$ cat config.mk
export PLATFORM = sky130hd
export DESIGN_NAME = ccff_bitstream_loader_flat
export DESIGN_NICKNAME = d
export VERILOG_FILES = /design/src/rtl/ccff_bitstream_loader_if.sv /design/src/rtl/ccff_bitstream_loader.sv /design/src/flat_wrapper.sv
export SDC_FILE = /design/constraint.sdc
export NUM_CORES = 1
export LEC_CHECK = 0
export CAP_MARGIN = 20
export CORE_UTILIZATION = 35
export CTS_BUF_LIST = sky130_fd_sc_hd__clkbuf_8
export CTS_CLUSTER_SIZE = 12
export DETAILED_ROUTE_END_ITERATION = 10
export SYNTH_ARGS = -nofsm -noshare
export SYNTH_HDL_FRONTEND = slang
export SYNTH_SLANG_ARGS = --single-unit
$ cat constraint.sdc
create_clock -name prog_clk -period 2.2 [get_ports prog_clk]
set_input_delay 0.22 -clock prog_clk [delete_from_list [all_inputs] [get_ports prog_clk]]
set_output_delay 0.22 -clock prog_clk [all_outputs]
set_load 0.01 [all_outputs]
$ cat src/rtl/ccff_bitstream_loader_if.sv
// rtl/ccff_bitstream_loader_if.sv - bitstream word stream into the configuration-chain loader
// Ports (per modport):
//    master : drives word_in, word_valid; samples word_ready
//    slave  : samples word_in, word_valid; drives word_ready
// A word transfers on any prog_clk edge where word_valid && word_ready.
interface ccff_bitstream_loader_if #(
   parameter int WORD_W = 32
) ();
   logic [WORD_W-1:0] word_in;
   logic              word_valid;
   logic              word_ready;

   modport master (output word_in, output word_valid, input word_ready);
   modport slave  (input word_in, input word_valid, output word_ready);
endinterface

$ cat src/rtl/ccff_bitstream_loader.sv
// rtl/ccff_bitstream_loader.sv - serialises a preamble plus bitstream words onto ccff_head and checks ccff_tail
// Ports:
//    prog_clk, prog_reset : clock, asynchronous active-high reset
//    start, abort         : begin a load when idle / cancel a load in progress
//    stream               : word stream (slave); MSB of each word leaves first
//    ccff_head            : serial data into the configuration chain
//    prog_clk_en          : chain shifts at the end of each cycle in which this is 1
//    ccff_tail            : chain output, compared with the preamble during the last TAG_W shifts
//    busy, done, error    : load in progress / one-cycle completion pulse / sticky preamble mismatch
module ccff_bitstream_loader #(
   parameter int              WORD_W    = 32,
   parameter int              CHAIN_LEN = 4096,
   parameter int              TAG_W     = 8,
   parameter logic [TAG_W-1:0] PREAMBLE = TAG_W'(8'hA5),
   parameter int              CNT_W     = $clog2(CHAIN_LEN + TAG_W + 1)
) (
   input  logic                  prog_clk,
   input  logic                  prog_reset,
   input  logic                  start,
   input  logic                  abort,
   ccff_bitstream_loader_if.slave stream,
   output logic                  ccff_head,
   output logic                  prog_clk_en,
   input  logic                  ccff_tail,
   output logic                  busy,
   output logic                  done,
   output logic                  error
);

   localparam int WORDS     = (CHAIN_LEN + WORD_W - 1) / WORD_W;
   localparam int LAST_BITS = CHAIN_LEN - (WORDS - 1) * WORD_W;
   localparam int BC_W      = $clog2(WORD_W + 1);
   localparam int WC_W      = $clog2(WORDS + 1);

   typedef enum logic [1:0] {IDLE, PRE, SHIFT, DONE} state_t;

   state_t            state, state_nxt;
   logic [CNT_W-1:0]  n;          // shifts performed in this load
   logic [WORD_W-1:0] shreg;      // one-word bit buffer, MSB is the next bit out
   logic [BC_W-1:0]   bit_cnt;    // valid bits left in shreg
   logic [WC_W-1:0]   word_cnt;   // words accepted in this load
   logic [TAG_W-1:0]  tag_sr;     // preamble being sent, then the pattern expected back

   logic shift, head, ready, accept, check, start_load, more_words;

   assign more_words = (word_cnt != WC_W'(WORDS));
   assign start_load = (state == IDLE) && start && !abort;
   assign accept     = ready && stream.word_valid;
   // Only the final TAG_W shifts carry the preamble back out of the chain.
   assign check      = (state == SHIFT) && shift && (n >= CNT_W'(CHAIN_LEN));

   always_comb begin
      state_nxt = state;
      shift     = 1'b0;
      head      = 1'b0;
      ready     = 1'b0;
      case (state)
         IDLE: begin
            if (start_load) state_nxt = PRE;
         end
         PRE: begin
            shift = 1'b1;
            head  = tag_sr[TAG_W-1];
            // Prefetching the first word here removes any bubble after the preamble.
            ready = (bit_cnt == '0) && more_words;
            if (n == CNT_W'(TAG_W - 1)) state_nxt = SHIFT;
            if (abort) state_nxt = IDLE;
         end
         SHIFT: begin
            shift = (bit_cnt != '0);
            head  = shift && shreg[WORD_W-1];
            // Refill while the last buffered bit is leaving so words stream back to back.
            ready = more_words && (bit_cnt <= BC_W'(1));
            if (shift && (n == CNT_W'(CHAIN_LEN + TAG_W - 1))) state_nxt = DONE;
            if (abort) state_nxt = IDLE;
         end
         DONE: begin
            state_nxt = IDLE;
         end
         default: begin
            state_nxt = IDLE;
         end
      endcase
   end

   always_ff @(posedge prog_clk or posedge prog_reset) begin
      if (prog_reset) begin
         state    <= IDLE;
         n        <= '0;
         shreg    <= '0;
         bit_cnt  <= '0;
         word_cnt <= '0;
         tag_sr   <= '0;
         error    <= 1'b0;
      end else begin
         state <= state_nxt;
         if (start_load) begin
            n        <= '0;
            error    <= 1'b0;
            tag_sr   <= PREAMBLE;
            bit_cnt  <= '0;
            word_cnt <= '0;
         end else begin
            if (shift) n <= n + 1'b1;
            if (check && (ccff_tail != tag_sr[TAG_W-1])) error <= 1'b1;
            if (state == PRE) begin
               // Reload after the last preamble bit so the same register checks the tail.
               tag_sr <= (n == CNT_W'(TAG_W - 1)) ? PREAMBLE : {tag_sr[TAG_W-2:0], 1'b0};
            end else if (check) begin
               tag_sr <= {tag_sr[TAG_W-2:0], 1'b0};
            end
            if (busy && abort) begin
               bit_cnt <= '0;
            end else if (accept) begin
               shreg    <= stream.word_in;
               // The final word only contributes the bits that still fit in the chain.
               bit_cnt  <= (word_cnt == WC_W'(WORDS - 1)) ? BC_W'(LAST_BITS) : BC_W'(WORD_W);
               word_cnt <= word_cnt + 1'b1;
            end else if ((state == SHIFT) && shift) begin
               shreg   <= {shreg[WORD_W-2:0], 1'b0};
               bit_cnt <= bit_cnt - 1'b1;
            end
         end
      end
   end

   assign stream.word_ready = ready;
   assign prog_clk_en       = shift;
   assign ccff_head         = head;
   assign busy              = (state == PRE) || (state == SHIFT);
   assign done              = (state == DONE);

endmodule
$ cat src/flat_wrapper.sv
// flat-port wrapper written by rule: the top's interface ports become plain ports
module ccff_bitstream_loader_flat 
#(
   parameter int              WORD_W    = 32,
   parameter int              CHAIN_LEN = 4096,
   parameter int              TAG_W     = 8,
   parameter logic [TAG_W-1:0] PREAMBLE = TAG_W'(8'hA5),
   parameter int              CNT_W     = $clog2(CHAIN_LEN + TAG_W + 1)
)
  (prog_clk, prog_reset, start, abort, ccff_head, prog_clk_en, ccff_tail, busy, done, error, stream_word_in, stream_word_valid, stream_word_ready);
  ccff_bitstream_loader_if #(.WORD_W(WORD_W)) stream_i ();
  input  logic prog_clk;
  input  logic prog_reset;
  input  logic start;
  input  logic abort;
  output logic ccff_head;
  output logic prog_clk_en;
  input  logic ccff_tail;
  output logic busy;
  output logic done;
  output logic error;
  input wire logic [$bits(stream_i.word_in)-1:0] stream_word_in;
  input wire logic [$bits(stream_i.word_valid)-1:0] stream_word_valid;
  output wire logic [$bits(stream_i.word_ready)-1:0] stream_word_ready;
  assign stream_i.word_in = stream_word_in;
  assign stream_i.word_valid = stream_word_valid;
  assign stream_word_ready = stream_i.word_ready;
  ccff_bitstream_loader #(.WORD_W(WORD_W), .CHAIN_LEN(CHAIN_LEN), .TAG_W(TAG_W), .PREAMBLE(PREAMBLE), .CNT_W(CNT_W)) u_core (.prog_clk(prog_clk), .prog_reset(prog_reset), .start(start), .abort(abort), .stream(stream_i), .ccff_head(ccff_head), .prog_clk_en(prog_clk_en), .ccff_tail(ccff_tail), .busy(busy), .done(done), .error(error));
endmodule
==> impl_results.md <==
- Routed wire per std cell: 15.6 µm
- Least-Margin Pin Slew: between 0.5 and 0.6 ns
- Placed Area: 4340 µm²
- Number of synthesized flops with an enable pin: 0
- Cells along the critical path: or3_4, o41a_4, and4_4, or3_1, o221a_2
- Reg2reg end: u_core.shreg[12]
- Commonest cells post-synth: dfrtp_1 (70), or3_1 (34), nor2_1 (33)
- Final instance area: 4650 µm²
- Detailed Place HPWL: 5710 µm
- RSZ-0062 raised after global routing: true
- CP peak stage delay: 0.46 ns
- TritonRoute pass-1 iters: 4
- WS Path Type: flip-flop to flip-flop
- Largest area contributor in the netlist: dfrtp_1
- Worst Setup SP: u_core.word_cnt[2]
- Die outline width: just over 100 µm
- GR Overflow Total: 0
- CP Data Arrival Time: 2.41 ns
- Required time of the worst setup path: 2.45 ns
- N_diodes: 0
- Final Critical Period: 2.16 ns
- Syn_nets: 397
- Layout cells sized above 1: 23.5%
- Main area contributors after synthesis: dfrtp_1 (48%), o221a_2 (9.3%), or3_1 (5.8%)
- Vias in the first global route: 3,007
- Critical-path top delay cell: o41a_4
- Worst VDD drop: 686 µV
- Final ANT Viol Nets: 0
- Type of the most critical hold path: input port to asynchronous set/reset pin
- Final Max Slew Viols: 0
- Vias per cell: about 5.4
- Post-synthesis sequential area ratio: roughly half
- CTS clk-pin slew, worst paths: approximately 0.08 ns
- Worst slew margin: between 60% and 70%
- Crit path max fanout: 32
- Critical Path End Type: flip-flop
- CP endpoint: u_core.shreg[12]
- Initial antenna violation count: 0
- Synth cell types: 48
- Total Nets Final: roughly 460
- Area Growth Syn to Fin: 27.8%
- Power Dens Cells: 1370 nW/µm²
- R2r worst-path depth: 5
- Share of the synthesized area in the top cell type: 48.2%
- Sink Count: 70
- Synth Register Bits: 70
- Top-count cell post-synth: dfrtp_1
- Lkg Pwr: approximately 2.0 nW
- Final Skew: ~0.017 ns
- Fmax: 462 MHz
- Syn Area/Cell: 10.5 µm²
- Core Region: 9910 µm²
- Crit path launch type: flip-flop
- CTS buffer count: 9
- Top FF cell, synth: dfrtp_1
- Ys async rst share: 100%
- Setup violators final: 0
- Post-synthesis cell area: 3640 µm²
- Largest net degree at the start of global routing: 33
- DRT Wirelength: between 8000 and 9000 µm
- Die area: approximately 11,000 µm²
- Die Y-Extent: 104 µm
- DRC viols: 0
- IO Count: 44
- Final Util: 46.9%
- Drt initial violations: 142
- Setup TNS: 0 ns
- YS warnings: 0
- Final Hold Vio Count: 0
- Row count: 36
- Worst r2r src: u_core.word_cnt[2]
- Internal reg-to-reg setup slack: around 0.037 ns
- Hold bufs inserted after CTS: 0
- Port buffer count: 43
- GP Congestion: 0.832
- Vias: 2,954
- Fin crit share: 98.3%
- First-pass GRT wire length: about 15,000 µm
- Root buf cell: clkbuf_8
- # H-tree levels: 3
- Starting density of the core: between 30% and 40%
- Maxcap violations: 0
- Worst-Skew Late Latency: 0.35 ns
- Bufs on Longest Clock Path: 2
- GRT Total Usage: roughly 17%
- Status: completed
- Cells after Synth: 348
- Clock tree from TritonCTS: done
[where the power goes]
| group | internal, mW | leakage [nW] | switching [mW] | total [mW] |
|---|---|---|---|---|
| sequential | 1.77 | 0.857 | 0.310 | 2.08 |
| combinational | 1.69 | 1.00 | 1.50 | 3.19 |
| clock | 0.560 | 0.103 | 0.524 | 1.08 |
[kinds of logic (layout without fill, tap and decap cells)]
logic type      count (synthesis)  after routing  synth area share, %
buf+inv                        32            101                 4.06
flops                          70             70                 48.2
fa+ha+maj                      11             11                 3.78
compound gates                 67             67                 16.8
xor+xnor                       23             23                 5.54
simple gates                  145            145                 21.6
[flip-flops by register name (all words and copies together) (netlist names)]
name             flops
u_core.word_cnt      8
u_core.shreg        32
u_core.error         1
u_core.tag_sr        8
u_core.bit_cnt       6
u_core.n            13
u_core.state         2
[area by class of cell]
class                   instances  area, µm²
clock buffers                  10        138
fillers                       959       5260
inverters                      13       48.8
well taps                     133        166
clock inverters                 6       68.8
multi-input cells             246       1800
repair buffers                 72        678
flip-flops and latches         70       1750
[per-layer routing]
layer | part of all wire (%) | wire length, µm | vias up | GRT usage, %
met5 | 0 | 0 | - | 0
met4 | 0.69 | 59 | 0 | 4.29
met3 | 4.9 | 419 | 6 | 4.76
met2 | 45 | 3870 | 68 | 26.4
met1 | 49 | 4200 | 1470 | 22.9
li1 | - | - | 1410 | -
[worst min path at each step]
stage	from	cells after the start	slack, ns	to
6_report	prog_reset	2	0.19	u_core.shreg[13]
4_1_cts	prog_reset	2	0.20	u_core.shreg[13]
2_1_floorplan	stream_word_in[0]	2	0.33	u_core.shreg[0]
5_1_grt	prog_reset	2	0.23	u_core.shreg[13]
3_5_place_dp	u_core.tag_sr[0]	2	0.48	u_core.tag_sr[0]
3_3_place_gp	u_core.tag_sr[0]	2	0.46	u_core.tag_sr[0]
[placed cells by master (no fill, tap or decap), types with 9 or more instances in the layout]
master / netlist / final
inv_1: 13 / 10
buf_4: 0 / 26
nand2_1: 25 / 25
xnor2_1: 16 / 16
dfrtp_1: 70 / 69
nor2_1: 33 / 33
nor3_1: 10 / 9
nand3_1: 9 / 9
clkdlybuf4s50_1: 0 / 40
clkbuf_8: 0 / 10
or3_1: 34 / 34
o221a_2: 30 / 30
[critical path, delay by kind of cell, from the launching register on]
| kind | cells | cell delay, ns |
|---|---|---|
| AOI/OAI and AO/OA | 2 | 0.59 |
| DFF | 1 | 0.38 |
| and+or+nand+nor | 3 | 1.07 |
[through the flow]
stage	hold slack [ns]	worst slack, ns	power [mW]	std cells
4_1_cts	0.200	0.0342	6.38	550
6_report	0.195	0.0371	6.35	550
3_5_place_dp	0.480	0.0751	5.05	527
2_1_floorplan	0.325	0.0233	4.18	348
3_3_place_gp	0.463	0.0990	4.98	527
5_1_grt	0.227	-0.0342	6.81	550
[repair_timing]
| action | in CTS | in global routing |
|---|---|---|
| buffers inserted | 7 | 0 |
| gates resized for setup | 19 | 1 |
| gates cloned | 0 | 0 |
| pin swaps | 3 | 0 |
| setup endpoints to repair | 3 | 30 |
No activity file was read; power rests on OpenSTA's default activity.
